File: src/rtl/psram_pkg.sv
// rtl/psram_pkg.sv - shared opcodes, FSM states, phase lengths and strobe helpers for the PSRAM QPI bridge
package psram_pkg;

  localparam logic [7:0] PSRAM_OP_QREAD  = 8'hEB;
  localparam logic [7:0] PSRAM_OP_QWRITE = 8'h38;

  localparam int CMD_NIBBLES  = 2;
  localparam int ADDR_NIBBLES = 6;

  typedef enum logic [2:0] {
    ST_IDLE,
    ST_CMD,
    ST_ADDR,
    ST_WAIT,
    ST_RDATA,
    ST_WDATA,
    ST_DONE
  } state_t;

  // Only contiguous, non-empty byte masks map onto a single PSRAM burst.
  function automatic logic strb_legal(input logic [3:0] s);
    case (s)
      4'h1, 4'h2, 4'h4, 4'h8, 4'h3, 4'h6, 4'hC, 4'h7, 4'hE, 4'hF: return 1'b1;
      default: return 1'b0;
    endcase
  endfunction

  function automatic logic [1:0] strb_low(input logic [3:0] s);
    casez (s)
      4'b???1: return 2'd0;
      4'b??10: return 2'd1;
      4'b?100: return 2'd2;
      default: return 2'd3;
    endcase
  endfunction

  function automatic logic [2:0] strb_count(input logic [3:0] s);
    return 3'(s[0]) + 3'(s[1]) + 3'(s[2]) + 3'(s[3]);
  endfunction

  function automatic logic [31:0] byte_swap(input logic [31:0] w);
    return {w[7:0], w[15:8], w[23:16], w[31:24]};
  endfunction

endpackage

File: src/rtl/psram_sck_gen.sv
// rtl/psram_sck_gen.sv - SCK at clock/2 with phase strobes and per-phase SCK cycle counter
module psram_sck_gen (
  input  logic       clock,
  input  logic       reset_n,
  input  logic       run,
  input  logic [4:0] len,
  output logic       sck,
  output logic       ph0,
  output logic       ph1,
  output logic       tc
);

  logic       phase;
  logic [4:0] cnt;

  always_ff @(posedge clock or negedge reset_n) begin
    if (!reset_n) begin
      phase <= 1'b0;
      cnt   <= 5'd0;
    end else if (!run) begin
      phase <= 1'b0;
      cnt   <= 5'd0;
    end else if (!phase) begin
      phase <= 1'b1;
    end else begin
      phase <= 1'b0;
      cnt   <= tc ? 5'd0 : cnt + 5'd1;
    end
  end

  assign sck = phase;
  assign ph0 = run & ~phase;
  assign ph1 = run & phase;
  // tc marks the clock that ends the last SCK cycle of the current phase
  assign tc  = ph1 && (cnt == len - 5'd1);

endmodule

File: src/rtl/psram_qpi_ctrl.sv
// rtl/psram_qpi_ctrl.sv - APB slave issuing EBh quad reads / 38h quad writes to a QPI PSRAM
// Build macro PSRAM_CMD_SERIAL_EN: opcode sent one bit per SCK on dio_out[0] over CMD_SERIAL_CYC cycles.
module psram_qpi_ctrl
  import psram_pkg::*;
#(
  parameter int CMD_SERIAL_CYC = 8,
  parameter int RD_DUMMY       = 7
) (
  input  logic        clock,
  input  logic        reset_n,
  input  logic        psel,
  input  logic        penable,
  input  logic        pwrite,
  input  logic [31:0] paddr,
  input  logic [31:0] pwdata,
  input  logic [3:0]  pstrb,
  output logic [31:0] prdata,
  output logic        pready,
  output logic        pslverr,
  output logic        sck,
  output logic        ce_n,
  output logic [3:0]  dio_out,
  output logic        dio_oe,
  input  logic [3:0]  dio_in
);

`ifdef PSRAM_CMD_SERIAL_EN
  localparam logic [4:0] CMD_LEN = 5'(CMD_SERIAL_CYC);
`else
  localparam logic [4:0] CMD_LEN = 5'(CMD_NIBBLES);
  localparam int unused_serial_cyc = CMD_SERIAL_CYC;
`endif

  state_t      state, nxt;
  logic        run, ph0, ph1, tc, start;
  logic [4:0]  len;
  logic        is_wr, err_q;
  logic [7:0]  cmd_sh;
  logic [23:0] addr_sh;
  logic [31:0] data_sh, rd_sh, rd_data;
  logic [3:0]  wr_len;
  logic [1:0]  lane_lo;
  logic        unused_bits;

  assign lane_lo     = strb_low(pstrb);
  assign unused_bits = ^{paddr[31:24], paddr[1:0]};

  psram_sck_gen u_sck_gen (
    .clock   (clock),
    .reset_n (reset_n),
    .run     (run),
    .len     (len),
    .sck     (sck),
    .ph0     (ph0),
    .ph1     (ph1),
    .tc      (tc)
  );

  // The chip is selected exactly while the SCK generator is running a phase.
  assign ce_n   = ~(ph0 | ph1);
  assign prdata = rd_data;

  always_comb begin
    run = 1'b0;
    len = 5'd0;
    case (state)
      ST_CMD:   begin run = 1'b1; len = CMD_LEN;               end
      ST_ADDR:  begin run = 1'b1; len = 5'(ADDR_NIBBLES);      end
      ST_WAIT:  begin run = 1'b1; len = 5'(RD_DUMMY);          end
      ST_RDATA: begin run = 1'b1; len = 5'd8;                  end
      ST_WDATA: begin run = 1'b1; len = {1'b0, wr_len};        end
      default:  begin run = 1'b0; len = 5'd0;                  end
    endcase
  end

  always_ff @(posedge clock or negedge reset_n) begin
    if (!reset_n) state <= ST_IDLE;
    else          state <= nxt;
  end

  always_comb begin
    nxt     = state;
    start   = 1'b0;
    dio_oe  = 1'b0;
    dio_out = 4'h0;
    pready  = 1'b0;
    pslverr = 1'b0;
    case (state)
      ST_IDLE: begin
        if (psel && penable) begin
          start = 1'b1;
          nxt   = (pwrite && !strb_legal(pstrb)) ? ST_DONE : ST_CMD;
        end
      end
      ST_CMD: begin
        dio_oe = 1'b1;
`ifdef PSRAM_CMD_SERIAL_EN
        dio_out = {3'b000, cmd_sh[7]};
`else
        dio_out = cmd_sh[7:4];
`endif
        if (tc) nxt = ST_ADDR;
      end
      ST_ADDR: begin
        dio_oe  = 1'b1;
        dio_out = addr_sh[23:20];
        if (tc) nxt = is_wr ? ST_WDATA : ST_WAIT;
      end
      ST_WAIT:  if (tc) nxt = ST_RDATA;
      ST_RDATA: if (tc) nxt = ST_DONE;
      ST_WDATA: begin
        dio_oe  = 1'b1;
        dio_out = data_sh[31:28];
        if (tc) nxt = ST_DONE;
      end
      ST_DONE: begin
        pready  = 1'b1;
        pslverr = err_q;
        nxt     = ST_IDLE;
      end
      default: nxt = ST_IDLE;
    endcase
  end

  // Shift registers advance on the clock that ends SCK phase 1, so dio_out
  // only changes as phase 0 begins and dio_in is captured on the falling edge.
  always_ff @(posedge clock or negedge reset_n) begin
    if (!reset_n) begin
      is_wr   <= 1'b0;
      err_q   <= 1'b0;
      cmd_sh  <= 8'h00;
      addr_sh <= 24'h0;
      data_sh <= 32'h0;
      wr_len  <= 4'h0;
      rd_sh   <= 32'h0;
      rd_data <= 32'h0;
    end else if (start) begin
      is_wr   <= pwrite;
      err_q   <= pwrite && !strb_legal(pstrb);
      cmd_sh  <= pwrite ? PSRAM_OP_QWRITE : PSRAM_OP_QREAD;
      addr_sh <= {paddr[23:2], pwrite ? lane_lo : 2'b00};
      data_sh <= byte_swap(pwdata) << {lane_lo, 3'b000};
      wr_len  <= {strb_count(pstrb), 1'b0};
    end else if (ph1) begin
      case (state)
`ifdef PSRAM_CMD_SERIAL_EN
        ST_CMD:   cmd_sh <= {cmd_sh[6:0], 1'b0};
`else
        ST_CMD:   cmd_sh <= {cmd_sh[3:0], 4'h0};
`endif
        ST_ADDR:  addr_sh <= {addr_sh[19:0], 4'h0};
        ST_WDATA: data_sh <= {data_sh[27:0], 4'h0};
        ST_RDATA: begin
          rd_sh <= {rd_sh[27:0], dio_in};
          if (tc) rd_data <= byte_swap({rd_sh[27:0], dio_in});
        end
        default: ;
      endcase
    end
  end

endmodule

File: config.mk
export PLATFORM = sky130hd
export DESIGN_NAME = psram_qpi_ctrl
export DESIGN_NICKNAME = d
export VERILOG_FILES = /design/src/rtl/psram_pkg.sv /design/src/rtl/psram_sck_gen.sv /design/src/rtl/psram_qpi_ctrl.sv
export SDC_FILE = /design/constraint.sdc
export NUM_CORES = 1
export LEC_CHECK = 0
export CAP_MARGIN = 15
export CORE_MARGIN = 1.5
export CORE_UTILIZATION = 45
export CTS_CLUSTER_SIZE = 30
export DETAILED_ROUTE_END_ITERATION = 10
export PLACE_DENSITY = 0.71
export RECOVER_POWER = 25
export SYNTH_ARGS = -nofsm -noshare
export SYNTH_HDL_FRONTEND = slang
export SYNTH_SLANG_ARGS = --single-unit
File: constraint.sdc
create_clock -name clock -period 3.09 [get_ports clock]
set_input_delay 0.309 -clock clock [delete_from_list [all_inputs] [get_ports clock]]
set_output_delay 0.309 -clock clock [all_outputs]
set_load 0.02 [all_outputs]
==> out/results.ini, run 1 <==
[final_layout]
final_area_sq_um=8510
synthToLayoutAreaGrowth_pct=31.4
layout_common_cells=dfrtp_1 (135), clkdlybuf4s50_1 (106), nand2_1 (91), mux2_2 (42), nor2_1 (40)
final_nets=796
mostFrequentLayoutCell=dfrtp_1
multi_input_area_sq_um=2950
post_route_cells_drive_above_1_share_pct=16.1
n_fill_cell=1147
n_antenna_cell=0
regArea_sq_um=3380

[clock_tree]
clk_pin_slew_ns=0.05
root_buffer=clkbuf_16
cts_inserted_buffers=17
clockBufferDepth=2
clock-sinks=135
htreeDepth=4
insertion_delay_ns=0.42
cts_tree=yes

[detailed_routing]
drt_pass1_iterations=5
drt_iter0_drc=325
wl_per_cell_um=17.3
drc=0
vias=5088
ant_nets=0
vias_per_cell=5.65
wl_um=15600

[grt]
grt_first_pass_wirelength_um=25200
grt_pass1_vias=5011
grtUsageTotal_pct=21.7
overflow=0
antenna_found_initial=0
grt_max_degree=90

[synthesis]
syn_inst=593
netlist_area_sq_um=6470
synth_edf_count=0
synthArstFlopShare_pct=100
ys_seq_elements=135
syn_area_per_cell_sq_um=10.9
synth_flop_cell=dfrtp_1
ys_types=57
synthesis.nets=681
synth-seq-area-share_pct=52.2
yosys_warnings=0

[placement]
placed_area_sq_um=7820
post-place-ws_ns=0.0990
globalplace.congestion=0.875
portBuffers=107
hpwl_um=10600

[min_path]
hp-class=input pin to flop
holdPathStages=3

[power]
leakagePower_nw=3.59
powerDensity_nw_per_um2=823
vdd_ir_drop_max_uv=451
finalPower_w=0.00700

[die]
rows=43
die_h_um=123
dieArea_sq_um=15100
io_pins=118
fp.coreArea_sq_um=14000
die_w_um=123
start_util_pct=46.3

[sta]
slew_headroom_pct=20.9
setup_ws_ns=0.161
fin_skew_ns=0.00614
rsz0062_at_grt=no
worst_slew_pin_slew_ns=1.19
slew_viol_final=0
fin_crit_sh_pct=94.8
clock.fmax_ghz=0.341
min_period_ns=2.93
hold_viol_final=0
setup_viol=0
setup_tns_ns=0
whs_ns=0.458

[setup_path]
crit_path_start_kind=flop
worstSetupPathType=flop to flop
setup.worst_path.end_class=flop
path_max_fanout=20
reg2reg_slack_ns=0.16
arrival_ns=3.23
worstPathRequired_ns=3.39
r2r_cells=11

[outcome]
status=finished clean

[job]
maxCapViolCount=0

-- sequential cells by signal, summed over array words and instances, names as in the netlist --
| signal | flops |
|---|---|
| wr_len | 3 |
| state | 3 |
| u_sck_gen.sck | 1 |
| is_wr | 1 |
| data_sh | 32 |
| err_q | 1 |
| rd_sh | 28 |
| u_sck_gen.cnt | 5 |
| cmd_sh | 5 |
| prdata | 32 |
| addr_sh | 24 |
-- kinds of logic after synthesis --
group	Yosys count	share of synthesized area (%)
AOI/OAI and AO/OA	131	14.3
xor gates and xnor gates	5	0.677
adders and majority gates	11	2.24
buffers and inverters	48	3.25
DFF	135	52.2
muxes	93	15.8
and+or+nand+nor	170	11.6
-- layout make-up --
cell class,instances,area share (%)
multi-input cells,410,34.6
inverters,14,0.618
repair buffers,130,15.2
flip-flops and latches,135,39.7
well taps,180,2.65
clock buffers,26,6.22
clock inverters,6,1.01
-- metal layers --
metal | GRT usage, % | share of wire, %
met1 | 29.0 | 44
met4 | 6.98 | 1.1
met2 | 35.0 | 49
met3 | 4.94 | 5.0
met5 | 0 | 0
-- stage by stage --
step,utilization [%],cells
after floorplan,-,593
after global placement,55.9,864
after detailed placement,55.9,864
after CTS,60.4,897
after global routing,60.8,901
final,60.8,901
-- synth_stat cells, drive strengths merged (2+ instances only) --
cell / count / area share (%)
a221oi: 5 / 0.68
o22ai: 21 / 2.0
nor3: 9 / 0.70
a211o: 2 / 0.27
o21ai: 24 / 1.9
ha: 10 / 1.9
a22o: 4 / 0.54
or3: 2 / 0.19
a221o: 4 / 0.62
inv: 14 / 0.81
a31oi: 15 / 1.4
a22oi: 10 / 1.2
a211oi: 6 / 0.97
nor3b: 3 / 0.52
o221ai: 6 / 0.81
nor2: 41 / 2.4
nor4bb: 2 / 0.31
and3: 5 / 0.48
o31ai: 4 / 0.46
nand2: 91 / 5.3
nand2b: 3 / 0.29
mux2i: 21 / 3.2
dfrtp: 135 / 52
a21o: 2 / 0.23
clkbuf: 25 / 1.4
nand3: 5 / 0.39
a31o: 2 / 0.27
xor2: 2 / 0.27
xnor2: 3 / 0.41
buf: 9 / 0.99
a21oi: 14 / 1.1
a21boi: 2 / 0.23
nor2b: 5 / 0.48
mux2: 72 / 13
-- worst paths after layout --
| check | from | to |
|---|---|---|
| setup / recovery | state[2] | prdata[20] |
| hold / removal | paddr[2] | addr_sh[2] |
| setup reg to reg | state[2] | prdata[20] |
| hold reg to reg | cmd_sh[3] | cmd_sh[3] |
| max in group asynchronous | reset_n | prdata[24] |
| min in group asynchronous | reset_n | data_sh[8] |
-- power by group --
part           total [W]  internal (W)  switching [W]
combinational    0.00221       0.00103        0.00119
clock            0.00206       0.00134       0.000720
sequential       0.00273       0.00236       0.000369
total            0.00700       0.00472        0.00228
-- worst max-delay path: stages (launching register included) --
cell	delay [ns]
dfrtp_1	0.37
buf_6	0.19
inv_1	0.13
ha_1	0.24
nor4bb_1	0.15
a211o_2	0.41
nor4b_4	0.34
a211oi_4	0.09
nor3b_4	0.20
buf_4	0.18
buf_12	0.17
mux2_2	0.34
-- timing repair --
item                                   in CTS  in global routing
setup buffers                               0                  2
gates resized for setup                     0                  6
endpoints found under the hold margin      46                  0
hold buffers                                1                  0
setup endpoints to repair                   0                 33
Power figures use the tool's default switching activity.
==> run 2: changes to the inputs <==
--- a/config.mk
+++ b/config.mk
@@ -6,6 +6,7 @@
 export NUM_CORES = 1
 export LEC_CHECK = 0
 export CAP_MARGIN = 15
+export CORE_ASPECT_RATIO = 1.2
 export CORE_MARGIN = 1.5
 export CORE_UTILIZATION = 45
 export CTS_CLUSTER_SIZE = 30
==> constraint.sdc (replaced) <==
create_clock -name clock -period 3.09 [get_ports clock]
set_input_delay 0.618 -clock clock [delete_from_list [all_inputs] [get_ports clock]]
set_output_delay 0.618 -clock clock [all_outputs]
set_load 0.02 [all_outputs]
==> run 2 against run 1 <==
Compared with the run above:
- the flow now finishes with violations (DRC, capacitance limit, slew limit)
- first-iteration DRC count fell by 2.8%
- critical path depth rose by 3
- cell count fell by 0.33%
- combinational power barely moved
- maximum frequency fell by 1.9%
- count of clock-buffer cells in the layout fell by 8
- largest power group unchanged
- routed wire length fell by 0.88%
- sequential cell count did not move
- design area rose by 0.51%
- sequential share of layout area fell by 0.20 points
- highest routed layer unchanged
- core utilization rose by 0.54 points
==> out/results.ini, run 2 (same netlist as run 1, synthesis figures left out) <==
[setup_path]
crit_top_cell=buf_4
crit_chain=inv_2 -> ha_1 -> buf_4 -> inv_1 -> a21boi_2 -> ha_2 -> nor3_1 -> o31a_1 -> a311o_1 -> a211oi_4 -> nor3b_4 -> buf_4 -> buf_12 -> mux2_1
cpPeakStageDelay_ns=0.35  ; -0.06 ns
path_max_fanout=16  ; -20%
cpMaxStageDelayCell=dfrtp_1
r2r_end=prdata[23]
crit_path_start_kind=flop
r2r_cells=14  ; +3
reg2reg_slack_ns=0.10  ; -0.06 ns
setup.worst_path.end_class=flop
arrival_ns=3.28  ; +0.05 ns
worstSetupPathType=flop to flop
worstPathRequired_ns=3.38  ; about the same
path_buf_inv=5  ; +1
cp_top_family=compound AO/OA/AOI/OAI gates
rr_startpoint=state[1]

[power]
power_frac_seq_pct=38.7  ; -0.3 points
swShare_pct=34.2  ; +1.7 points
pwr-share-comb_pct=31.5  ; about the same
p_clk_share_pct=29.8  ; +0.4 points
switchingPower_w=0.00242  ; +6.1%
internal_power_w=0.00465  ; -1.5%
leakagePower_nw=3.63  ; +0.99%
powerDensity_nw_per_um2=826  ; +0.47%
vdd_ir_drop_max_uv=363  ; -20%

[grt]
grt_first_pass_wirelength_um=25500  ; +1.1%
grt_max_degree=63  ; -30%
overflow=0  ; unchanged
antenna_found_initial=0  ; unchanged
grtUsageTotal_pct=21.2  ; -0.48 points
grt_pass1_vias=5155  ; +2.9%

[sta]
worst_slew_pin_slew_ns=1.60  ; +0.412 ns
rsz0062_at_grt=yes
hold_viol_final=0  ; unchanged
whs_ns=0.478  ; +0.0200 ns
fin_skew_ns=0.00895  ; +0.00281 ns
slew_headroom_pct=-6.62  ; -27 points
slew_viol_final=63  ; +63
fin_crit_sh_pct=96.7  ; +1.9 points
setup_viol=0  ; unchanged
min_period_ns=2.99  ; +0.0576 ns
clock.fmax_ghz=0.335  ; -1.9%

[clock_tree]
cts_tree=yes
clock-sinks=135  ; unchanged
hold_buffers=0  ; -1
cts_inserted_buffers=17  ; unchanged
htreeDepth=4  ; unchanged
clk_pin_slew_ns=0.07  ; +0.02 ns
clockBufferDepth=2  ; unchanged
insertion_delay_ns=0.42  ; about the same
root_buffer=clkbuf_16

[placement]
placed_area_sq_um=7870  ; +0.58%
globalplace.congestion=0.876  ; +0.10%
hpwl_um=10900  ; +2.9%
portBuffers=107  ; unchanged

[die]
start_util_pct=46.4  ; +0.17 points
dieArea_sq_um=15100  ; about the same
fp.coreArea_sq_um=13900  ; -0.37%
rows=47  ; +9.3%
die_h_um=134  ; +9.3%
io_pins=118  ; unchanged
die_w_um=112  ; -8.5%

[outcome]
violations=DRC, capacitance limit, slew limit
status=finished, violations left

[detailed_routing]
ant_nets=0  ; unchanged
drc=8  ; +8
drt_iter0_drc=316  ; -2.8%
wl_um=15400  ; -0.88%
drt_pass1_iterations=10  ; +5
vias_per_cell=5.69  ; +0.69%
wl_per_cell_um=17.2  ; -0.55%
vias=5106  ; +0.35%

[final_layout]
mostFrequentLayoutCell=dfrtp_1
synthToLayoutAreaGrowth_pct=32.1
post_route_cells_drive_above_1_share_pct=17.3  ; +1.2 points
layout_common_cells=dfrtp_1 (135), clkdlybuf4s50_1 (106), nand2_1 (91), mux2_2 (42), nor2_1 (40)
final_nets=802  ; +0.75%
final_area_sq_um=8550  ; +0.51%
n_antenna_cell=0  ; unchanged
post-route-util_pct=61.4  ; +0.54 points

[job]
maxCapViolCount=1  ; +1

[min_path]
hp-class=flop to flop
holdPathEnd=err_q
holdPathStages=2  ; -1
worstHoldStart=err_q

run 2: worst max path at each step:
stage	from	endpoint	slack, ns	depth (start not counted)
2_1_floorplan	state[1]	prdata[0]	0.003	14
3_3_place_gp	state[1]	prdata[21]	0.18	11
3_5_place_dp	state[2]	prdata[21]	0.06	10
4_1_cts	state[2]	prdata[23]	0.03	10
5_1_grt	state[2]	prdata[23]	-0.04	12
6_report	state[1]	prdata[23]	0.10	14
run 2: final cells by class:
class,count,area [sq um]
well taps,171,214
repair buffers,136,1330
fillers,1150,5390
multi-input cells,410,2960
inverters,14,52.6
flip-flops and latches,135,3380
clock inverters,14,179
clock buffers,18,439
run 2: worst register-to-register path, cell delays in order (launching register included):
cell      delay, ns
dfrtp_1        0.35
inv_2          0.06
ha_1           0.30
buf_4          0.16
inv_1          0.11
a21boi_2       0.16
ha_2           0.23
nor3_1         0.06
o31a_1         0.12
a311o_1        0.31
a211oi_4       0.26
nor3b_4        0.08
buf_4          0.15
buf_12         0.15
mux2_1         0.35
run 2: timing repair:
action                                  CTS  global route
cloned                                    0             2
pin swaps                                 0             4
resized for setup                         1             7
setup buffers                             0             2
hold endpoints to repair                  0             0
endpoints found under the setup margin    2            36
run 2: power by group through the flow:
stage	Sequential [W]	Clock, W	Combinational, W
2_1_floorplan	0.00267	0	0.00147
3_3_place_gp	0.00272	0	0.00209
3_5_place_dp	0.00276	0	0.00217
4_1_cts	0.00274	0.00214	0.00219
5_1_grt	0.00281	0.00222	0.00246
6_report	0.00274	0.00210	0.00223
run 2: stage by stage:
step	power [W]	std cells	worst slack, ns	setup TNS [ns]
5_1_grt	0.00749	898	-0.0403	-0.298
4_1_cts	0.00707	894	0.0331	0
2_1_floorplan	0.00414	593	0.00255	0
3_5_place_dp	0.00493	862	0.0632	0
6_report	0.00707	898	0.103	0
3_3_place_gp	0.00482	862	0.181	0
run 2: per-layer routing:
metal | share of wire (%) | up-vias | GRT usage [%]
li1 | - | 2385 | -
met1 | 43 | 2538 | 27.2
met2 | 51 | 156 | 35.9
met3 | 4.0 | 27 | 4.11
met4 | 1.8 | 0 | 7.74
met5 | 0 | - | 0
==> run 3: changes to the inputs <==
==> constraint.sdc (replaced) <==
create_clock -name clock -period 3.09 [get_ports clock]
set_input_delay 0.309 -clock clock [delete_from_list [all_inputs] [get_ports clock]]
set_output_delay 0.309 -clock clock [all_outputs]
set_load 0.02 [all_outputs]
==> run 3 against run 2 <==
Compared with the run above:
- the flow still finishes with violations (DRC, capacitance limit, slew limit)
- clock skew is 0.0012 ns lower
- sequential cell count stayed put
- register-to-register slack improved by 0.04 ns
- critical path type unchanged
==> out/results.ini, run 3 (same netlist as run 1, synthesis figures left out) <==
[outcome]
status=finished, violations left
violations=DRC, capacitance limit, slew limit

[sta]
hold_viol_final=0  ; unchanged
min_period_ns=2.94  ; -0.0442 ns
setup_viol=0  ; unchanged
worst_slew_pin_slew_ns=1.61  ; +0.00903 ns
slew_headroom_pct=-7.23  ; -0.60 points
setup_tns_ns=0  ; unchanged
setup_ws_ns=0.148  ; +0.0442 ns
fin_skew_ns=0.00780  ; -0.00115 ns
fin_crit_sh_pct=95.2  ; -1.4 points
clock.fmax_ghz=0.340  ; +1.5%
slew_viol_final=65  ; +3.2%

[detailed_routing]
drt_pass1_iterations=10  ; unchanged
vias=5053  ; -1.0%
wl_per_cell_um=17.0  ; -0.86%
drc=8  ; unchanged
drt_iter0_drc=280  ; -11%
vias_per_cell=5.63  ; -1.0%
ant_nets=0  ; unchanged
wl_um=15300  ; -0.86%

[placement]
portBuffers=107  ; unchanged
placed_area_sq_um=7860  ; about the same
hpwl_um=10600  ; -2.4%
post-place-ws_ns=0.0617  ; -0.00157 ns
globalplace.congestion=0.889  ; +1.4%

[die]
fp.coreArea_sq_um=13900  ; unchanged
rows=47  ; unchanged
die_h_um=134  ; unchanged
die_w_um=112  ; unchanged
io_pins=118  ; unchanged
dieArea_sq_um=15100  ; unchanged
start_util_pct=46.4  ; unchanged

[grt]
grt_max_degree=72  ; +14%
grtUsageTotal_pct=20.6  ; -0.62 points
antenna_found_initial=0  ; unchanged
overflow=0  ; unchanged
grt_pass1_vias=5210  ; +1.1%
grt_first_pass_wirelength_um=24900  ; -2.3%

[power]
vdd_ir_drop_max_uv=475  ; +31%
switchingPower_w=0.00231  ; -4.5%
swShare_pct=33.4  ; -0.81 points
powerDensity_nw_per_um2=810  ; -1.9%
internal_power_w=0.00461  ; -0.98%
p_clk_share_pct=27.9  ; -1.9 points
finalPower_w=0.00691  ; -2.2%
pwr-share-comb_pct=32.7  ; +1.2 points
leakagePower_nw=3.59  ; -0.90%
power_frac_seq_pct=39.5  ; +0.8 points

[setup_path]
r2r_cells=11  ; -3
cpMaxStageDelayCell=a211o_2
setup.worst_path.end_class=flop
crit_path_start_kind=flop
path_max_fanout=20  ; +4
worstPathRequired_ns=3.38  ; about the same
reg2reg_slack_ns=0.15  ; +0.04 ns
arrival_ns=3.23  ; -0.05 ns
rr_startpoint=state[2]
crit_chain=buf_6 -> inv_1 -> ha_1 -> nor4bb_1 -> a211o_2 -> nor4b_4 -> a211oi_4 -> nor3b_4 -> buf_4 -> buf_6 -> mux2_1
cp_top_family=simple AND/OR/NAND/NOR gates
r2r_end=prdata[16]
cpPeakStageDelay_ns=0.41  ; +0.06 ns
worstSetupPathType=flop to flop
crit_top_cell=buf_6
path_buf_inv=4  ; -1

[final_layout]
post-route-util_pct=61.2  ; -0.15 points
mostFrequentLayoutCell=dfrtp_1
final_nets=802  ; unchanged
n_antenna_cell=0  ; unchanged
post_route_cells_drive_above_1_share_pct=16.9  ; -0.41 points
n_fill_cell=1132  ; -1.6%
final_area_sq_um=8530  ; -0.25%
layout_common_cells=dfrtp_1 (135), clkdlybuf4s50_1 (106), nand2_1 (91), mux2_2 (42), nor2_1 (40)
synthToLayoutAreaGrowth_pct=31.8

[job]
maxCapViolCount=1  ; unchanged

[clock_tree]
clock-sinks=135  ; unchanged
clk_pin_slew_ns=0.06  ; about the same
htreeDepth=4  ; unchanged
insertion_delay_ns=0.42  ; about the same
clockBufferDepth=2  ; unchanged
cts_inserted_buffers=17  ; unchanged
root_buffer=clkbuf_16
cts_tree=yes

[min_path]
worstHoldStart=paddr[2]
holdPathEnd=addr_sh[2]
hp-class=input pin to flop
holdPathStages=3  ; +1

[run 3: cell count changes in the layout (fill, tap and decap cells not counted), moves of 2 or more]
| cell | before | now |
|---|---|---|
| clkbuf_8 | 1 | 3 |
| inv_6 | 5 | 3 |
| inv_8 | 4 | 0 |
| clkinvlp_4 | 0 | 4 |
| clkbuf_1 | 0 | 3 |
[run 3: layout make-up]
type	count	area (sq um)	area share, %
clock buffers	23	478	5.60
clock inverters	9	91.3	1.07
inverters	14	52.6	0.616
multi-input cells	410	2970	34.8
flip-flops and latches	135	3380	39.6
well taps	171	214	2.51
repair buffers	136	1350	15.8
[run 3: how the worst max path moves through the flow]
stage,from,to,slack (ns),depth (start not counted)
4_1_cts,state[1],prdata[27],0.03,12
3_3_place_gp,state[1],prdata[20],0.17,12
3_5_place_dp,state[1],prdata[27],0.06,12
6_report,state[2],prdata[16],0.15,11
2_1_floorplan,state[1],prdata[0],0.003,14
5_1_grt,state[2],prdata[9],-0.01,11
[run 3: worst register-to-register path: cells and delay by family (launching register included)]
family	cells	cell delay, ns
and+or+nand+nor	3	0.69
buffers and inverters	4	0.65
AOI/OAI and AO/OA	2	0.50
DFF	1	0.40
muxes	1	0.32
adders and majority gates	1	0.24
[run 3: routing by layer]
layer | vias to the layer above | wire length, um | track usage [%]
met3 | 23 | 860 | 5.47
met1 | 2481 | 6480 | 25.6
met4 | 0 | 295 | 7.03
met5 | - | 0 | 0
met2 | 167 | 7670 | 34.9
li1 | 2382 | - | -
[run 3: per-stage QoR]
step	hold slack, ns	cells
floorplan	0.0134	593
global placement	0.328	861
detailed placement	0.335	861
CTS	0.433	894
global route	0.460	898
finish	0.447	898
[run 3: timing repair]
item	CTS	global route
endpoints found under the setup margin	0	36
resized for setup	0	9
endpoints found under the hold margin	64	0
hold buffers	1	0
buffers inserted	0	2
[run 3: power by group through the flow]
stage / Clock, W / Combinational [W] / Sequential, W
5_1_grt: 0.00205 / 0.00249 / 0.00280
3_5_place_dp: 0 / 0.00218 / 0.00275
6_report: 0.00193 / 0.00226 / 0.00273
4_1_cts: 0.00197 / 0.00221 / 0.00272
2_1_floorplan: 0 / 0.00147 / 0.00267
3_3_place_gp: 0 / 0.00211 / 0.00272
